<file path="src/rtl/fifo_wr_arbiter_if.sv">
// Write-side bundle between NUM_REQ requesters, the arbiter and one FIFO write port.
// The arbiter uses the master modport; requesters and the FIFO model use slave.
interface fifo_wr_arbiter_if #(
  parameter int NUM_REQ = 4,
  parameter int WIDTH   = 8
);
  logic [NUM_REQ-1:0]       req_valid_i;
  logic [NUM_REQ*WIDTH-1:0] req_data_i;
  logic [NUM_REQ-1:0]       req_last_i;
  logic [NUM_REQ-1:0]       req_ready_o;
  logic [NUM_REQ-1:0]       grant_o;
  logic                     fifo_full_i;
  logic                     fifo_wr_en_o;
  logic [WIDTH-1:0]         fifo_wr_data_o;
  logic                     busy_o;

  modport master (
    input  req_valid_i, req_data_i, req_last_i, fifo_full_i,
    output req_ready_o, grant_o, fifo_wr_en_o, fifo_wr_data_o, busy_o
  );

  modport slave (
    output req_valid_i, req_data_i, req_last_i, fifo_full_i,
    input  req_ready_o, grant_o, fifo_wr_en_o, fifo_wr_data_o, busy_o
  );
endinterface

</file>
<file path="src/rtl/fifo_wr_arbiter.sv">
// Round-robin, burst-limited arbiter that owns a FIFO write port.
// It never writes while the FIFO is full, and it inserts one idle cycle after every release.
module fifo_wr_arbiter #(
  parameter int NUM_REQ   = 4,
  parameter int WIDTH     = 8,
  parameter int BURST_MAX = 4,
  parameter int CNT_WIDTH = 4
) (
  input  logic                 clk_i,
  input  logic                 rst_ni,
  fifo_wr_arbiter_if.master    bus
);
  localparam int IDX_W  = (NUM_REQ > 1) ? $clog2(NUM_REQ) : 1;
  localparam int IDX_W1 = IDX_W + 1;

  typedef enum logic {IDLE, GRANT} state_t;

  state_t               state_reg;
  logic [NUM_REQ-1:0]   grant_reg;
  logic [IDX_W-1:0]     rr_ptr_reg;
  logic [CNT_WIDTH-1:0] beat_cnt_reg;
  logic                 busy_reg;

  logic [IDX_W-1:0]     gidx;
  logic [IDX_W-1:0]     sel_idx;
  logic [IDX_W-1:0]     rr_next;
  logic [IDX_W1-1:0]    cand;
  logic                 sel_found;
  logic                 g_valid;
  logic                 g_last;
  logic                 beat;
  logic                 release_now;
  logic [WIDTH-1:0]     data_sel;
  logic [NUM_REQ-1:0][WIDTH-1:0] masked_data;

  generate
    for (genvar gi = 0; gi < NUM_REQ; gi++) begin : g_mask
      assign masked_data[gi] = grant_reg[gi] ? bus.req_data_i[gi*WIDTH +: WIDTH] : '0;
    end
  endgenerate

  // The grant is one-hot, so OR-ing the masked lanes selects the granted lane.
  always_comb begin
    data_sel = '0;
    gidx     = '0;
    for (int i = 0; i < NUM_REQ; i++) begin
      data_sel = data_sel | masked_data[i];
      if (grant_reg[i]) gidx = IDX_W'(i);
    end
  end

  // Walk the candidates from the highest offset down, so the lowest offset from rr_ptr wins.
  always_comb begin
    sel_found = 1'b0;
    sel_idx   = '0;
    cand      = '0;
    for (int k = NUM_REQ - 1; k >= 0; k--) begin
      cand = {1'b0, rr_ptr_reg} + IDX_W1'(k);
      if (cand >= IDX_W1'(NUM_REQ)) cand = cand - IDX_W1'(NUM_REQ);
      if (bus.req_valid_i[cand[IDX_W-1:0]]) begin
        sel_found = 1'b1;
        sel_idx   = cand[IDX_W-1:0];
      end
    end
  end

  assign g_valid     = |(bus.req_valid_i & grant_reg);
  assign g_last      = |(bus.req_last_i & grant_reg);
  // rst_ni gating keeps the reset cycle free of writes even though the grant is still registered.
  assign beat        = (state_reg == GRANT) & g_valid & ~bus.fifo_full_i & rst_ni;
  assign release_now = (beat & (g_last | (beat_cnt_reg == CNT_WIDTH'(BURST_MAX - 1)))) | ~g_valid;
  assign rr_next     = (gidx == IDX_W'(NUM_REQ - 1)) ? '0 : gidx + 1'b1;

  assign bus.req_ready_o    = grant_reg & {NUM_REQ{~bus.fifo_full_i & rst_ni}};
  assign bus.grant_o        = grant_reg;
  assign bus.fifo_wr_en_o   = beat;
  assign bus.fifo_wr_data_o = beat ? data_sel : '0;
  assign bus.busy_o         = busy_reg;

  always_ff @(posedge clk_i) begin
    if (!rst_ni) begin
      state_reg    <= IDLE;
      grant_reg    <= '0;
      rr_ptr_reg   <= '0;
      beat_cnt_reg <= '0;
      busy_reg     <= 1'b0;
    end else begin
      case (state_reg)
        IDLE: begin
          if (sel_found) begin
            grant_reg    <= {{(NUM_REQ-1){1'b0}}, 1'b1} << sel_idx;
            beat_cnt_reg <= '0;
            busy_reg     <= 1'b1;
            state_reg    <= GRANT;
          end
        end
        GRANT: begin
          if (release_now) begin
            grant_reg  <= '0;
            rr_ptr_reg <= rr_next;
            busy_reg   <= 1'b0;
            state_reg  <= IDLE;
          end else if (beat) begin
            beat_cnt_reg <= beat_cnt_reg + 1'b1;
          end
        end
        default: begin
          grant_reg <= '0;
          busy_reg  <= 1'b0;
          state_reg <= IDLE;
        end
      endcase
    end
  end

  a_grant_onehot0: assert property (@(posedge clk_i) disable iff (!rst_ni) $onehot0(grant_reg));
  a_no_write_full: assert property (@(posedge clk_i) disable iff (!rst_ni) !(beat && bus.fifo_full_i));
  a_write_busy:    assert property (@(posedge clk_i) disable iff (!rst_ni) !beat || busy_reg);
endmodule

</file>
<file path="src/flat_wrapper.sv">
// flat-port wrapper written by rule: the top's interface ports become plain ports
module fifo_wr_arbiter_flat 
#(
  parameter int NUM_REQ   = 4,
  parameter int WIDTH     = 8,
  parameter int BURST_MAX = 4,
  parameter int CNT_WIDTH = 4
)
  (clk_i, rst_ni, bus_req_valid_i, bus_req_data_i, bus_req_last_i, bus_fifo_full_i, bus_req_ready_o, bus_grant_o, bus_fifo_wr_en_o, bus_fifo_wr_data_o, bus_busy_o);
  fifo_wr_arbiter_if #(.NUM_REQ(NUM_REQ), .WIDTH(WIDTH)) bus_i ();
  input  logic clk_i;
  input  logic rst_ni;
  input wire logic [$bits(bus_i.req_valid_i)-1:0] bus_req_valid_i;
  input wire logic [$bits(bus_i.req_data_i)-1:0] bus_req_data_i;
  input wire logic [$bits(bus_i.req_last_i)-1:0] bus_req_last_i;
  input wire logic [$bits(bus_i.fifo_full_i)-1:0] bus_fifo_full_i;
  output wire logic [$bits(bus_i.req_ready_o)-1:0] bus_req_ready_o;
  output wire logic [$bits(bus_i.grant_o)-1:0] bus_grant_o;
  output wire logic [$bits(bus_i.fifo_wr_en_o)-1:0] bus_fifo_wr_en_o;
  output wire logic [$bits(bus_i.fifo_wr_data_o)-1:0] bus_fifo_wr_data_o;
  output wire logic [$bits(bus_i.busy_o)-1:0] bus_busy_o;
  assign bus_i.req_valid_i = bus_req_valid_i;
  assign bus_i.req_data_i = bus_req_data_i;
  assign bus_i.req_last_i = bus_req_last_i;
  assign bus_i.fifo_full_i = bus_fifo_full_i;
  assign bus_req_ready_o = bus_i.req_ready_o;
  assign bus_grant_o = bus_i.grant_o;
  assign bus_fifo_wr_en_o = bus_i.fifo_wr_en_o;
  assign bus_fifo_wr_data_o = bus_i.fifo_wr_data_o;
  assign bus_busy_o = bus_i.busy_o;
  fifo_wr_arbiter #(.NUM_REQ(NUM_REQ), .WIDTH(WIDTH), .BURST_MAX(BURST_MAX), .CNT_WIDTH(CNT_WIDTH)) u_core (.clk_i(clk_i), .rst_ni(rst_ni), .bus(bus_i));
endmodule
</file>
<file path="config.mk">
export PLATFORM = sky130hd
export DESIGN_NAME = fifo_wr_arbiter_flat
export DESIGN_NICKNAME = d
export VERILOG_FILES = /design/src/rtl/fifo_wr_arbiter_if.sv /design/src/rtl/fifo_wr_arbiter.sv /design/src/flat_wrapper.sv
export SDC_FILE = /design/constraint.sdc
export NUM_CORES = 1
export LEC_CHECK = 0
export ABC_CLOCK_PERIOD_IN_PS = 4000
export BUFFER_PORTS_ARGS = -buffer_cell sky130_fd_sc_hd__buf_2
export CAP_MARGIN = 20
export CORE_MARGIN = 5
export CORE_UTILIZATION = 44
export DETAILED_ROUTE_END_ITERATION = 10
export PLACE_DENSITY = 0.86
export SKIP_LAST_GASP = 1
export SYNTH_ARGS = -nofsm -noshare
export SYNTH_HDL_FRONTEND = slang
export SYNTH_SLANG_ARGS = --single-unit
export TNS_END_PERCENT = 50
</file>
<file path="constraint.sdc">
create_clock -name clk_i -period 4 [get_ports clk_i]
set_input_delay 0.2 -clock clk_i [delete_from_list [all_inputs] [get_ports clk_i]]
set_output_delay 0.2 -clock clk_i [all_outputs]
set_load 0.005 [all_outputs]
</file>
==> out/summary.txt <==
Via Count - 1,143
synthesized area - 887 um^2
violation count after the first detailed-route iteration - 29
fin nets - 216
first-pass GRT wire length - 4.32 mm
type of the tightest min-delay check - primary input to register
root buffer cell - clkbuf_4
Core Region - 1940 um^2
synth warn - 0
vias in the first global route - 959
combinational fraction of design power - 28.7%
Die Span X - 54.9 um
clock slew at the register clock pins of the worst setup and hold paths - 0.07 ns
sequential power share - 46.9%
fin util - 62.6%
switching pwr - 0.000100 W
CP required - 3.80 ns
layout cell share with drive strength beyond 1 - 38.2%
Initial Util - 45.7%
Resize count post-CTS - 0
clk_skew - 0.00315 ns
Max Fclk - 498 MHz
DPL Wire Length - 2.42 mm
synthesized instance count - 114
worst-margin pin slew - 0.721 ns
Final period util - 50.2%
Critical Path End Type - output port
htree depth - 1
critical path arrival - 1.81 ns
endpoints failing setup - 0
outcome - complete, no violations
Synth Area per Inst - 7.78 um^2
routed wire length - 3.05 mm
initial antenna violation count - 0
antenna-violating nets left - 0
hold_buf cts - 0
CTS Buf Count - 3
gr ovfl total - 0
I/O Buffers - 60
Cell Pwr Density - 252 nW/um^2
RSZ-0062 raised after global routing - false
Max-cap violations - 0
multi-input combinational cell area - 604 um^2
Post-Layout Cell Count - 197
Clk pwr share - 24.4%
Diodes inserted - 0
number of synthesized register bits - 12
most common cell after layout, fill and taps aside - buf_2
Post CTS Setup Buffer Count - 0
Ports - 61
die height - 54.9 um
Rel. slew slack - 51.1%
Final Power - 0.000306 W
CTS Buffer Depth - 2
P_int - 0.000206 W
largest net degree at the start of global routing - 17
final routed DRC violation total - 0
Synth Net Count - 158
post-route setup TNS - 0 ns
Cell variety after synth - 36
CP Class - register to output port
worst skew pair latency - 0.27 ns
CP Max Fanout - 16
DRT Pass-1 Iters - 4
sequential area share after synthesis - 27.1%
WL/cell - 15.5 um
VDD IR-drop max - 190 uV
die area - 3010 um^2
Leak - 0.545 nW
most frequent cells in the layout - 60 x buf_2, 19 x a22oi_1, 12 x a21oi_1, 12 x dfxtp_1, 8 x nand2_1
Sink Count - 12
GRT Overall Usage - 19.5%
Synth-to-Final Area Change - 37.1%
Placer Congestion - 0.835
Final Critical Period - 2.01 ns
Vias/cell - 5.80
final hold slack - 0.259 ns
CTS tree - done
fin. max-slew vios - 0
row count - 16
Reg area - 240 um^2
fillers - 182
Final Hold Viols - 0
DP Cell Count - 194
switch share - 32.7%
Worst Setup Start Kind - register
-- synthesized netlist by cell type (all sizes together) --
cell	number	area, um^2
or4	1	7.51
o211ai	3	22.5
clkbuf	6	22.5
nor4	1	6.26
nand3	3	15.0
o41ai	1	8.76
nor2b	1	6.26
a21oi	12	60.1
nand3b	1	7.51
nor3b	1	7.51
nor2	6	22.5
o311a	1	10.0
or3	1	6.26
ha	1	12.5
o21a	3	22.5
a32o	2	20.0
mux2i	3	30.0
nand2	8	30.0
o31ai	2	15.0
a21boi	4	30.0
nand2b	1	6.26
o311ai	2	17.5
a22oi	20	155
nor4b	1	8.76
buf	1	5.00
o22ai	3	18.8
dfxtp	12	240
o22a	1	8.76
or2	1	6.26
o21ai	2	10.0
inv	4	15.0
a21o	1	7.51
and2	4	25.0
-- cells by family after synthesis --
logic type	Yosys count	share of synthesized area, %
AO/OA/AOI/OAI	57	45.8
AND/OR/NAND/NOR	30	17.5
flip-flops	12	27.1
buffers and inverters	11	4.79
multiplexers	3	3.39
adder cells (fa/ha/maj)	1	1.41
-- path summary, 6_finish.rpt --
| path | startpoint | endpoint | slack (ns) | cells past startpoint |
|---|---|---|---|---|
| worst max register to register | u_core.bus.grant_o[2]$_SDFFE_PN0P_ | u_core.beat_cnt_reg[3]$_SDFFE_PN0P_ | 2.04 | 4 |
| worst min-delay path | rst_ni | u_core.bus.busy_o$_SDFFE_PN0P_ | 0.26 | 3 |
| worst max-delay path | u_core.bus.grant_o[2]$_SDFFE_PN0P_ | bus_fifo_wr_data_o[5] | 1.99 | 4 |
| worst min register to register | u_core.beat_cnt_reg[3]$_SDFFE_PN0P_ | u_core.beat_cnt_reg[3]$_SDFFE_PN0P_ | 0.50 | 2 |
-- worst max-delay path, stage by stage, from the launching register on --
cell and delay (ns):
dfxtp_1 0.61, a22oi_1 0.23, a21o_1 0.36, a21oi_1 0.20, buf_2 0.14
-- stage by stage --
step | instance area, um^2 | worst slack (ns)
2_1_floorplan | 887 | 2.55
3_3_place_gp | 1190 | 2.16
3_5_place_dp | 1190 | 2.09
4_1_cts | 1220 | 2.00
5_1_grt | 1220 | 1.85
6_report | 1220 | 1.99
-- power groups by stage --
stage          Combinational (W)   Clock, W  Sequential (W)
6_report               0.0000880  0.0000746        0.000144
5_1_grt                0.0000972  0.0000808        0.000146
4_1_cts                0.0000875  0.0000758        0.000143
3_5_place_dp           0.0000871          0        0.000146
3_3_place_gp           0.0000851          0        0.000144
2_1_floorplan          0.0000551          0        0.000136
-- layout make-up --
cell class | instances | area share (%)
Clock buffer | 3 | 1.85
Inverter | 4 | 1.23
Sequential cell | 12 | 19.8
Tap cell | 27 | 2.78
Timing Repair Buffer | 60 | 24.7
Multi-Input combinational cell | 91 | 49.7
-- routing by layer --
| metal | vias up | global-route usage (%) | routed length [um] |
|---|---|---|---|
| li1 | 561 | - | - |
| met1 | 539 | 23.1 | 1150 |
| met2 | 36 | 34.4 | 1710 |
| met3 | 7 | 5.09 | 122 |
| met4 | 0 | 5.67 | 69 |
| met5 | - | 0 | 0 |
Power figures use the tool's default switching activity.
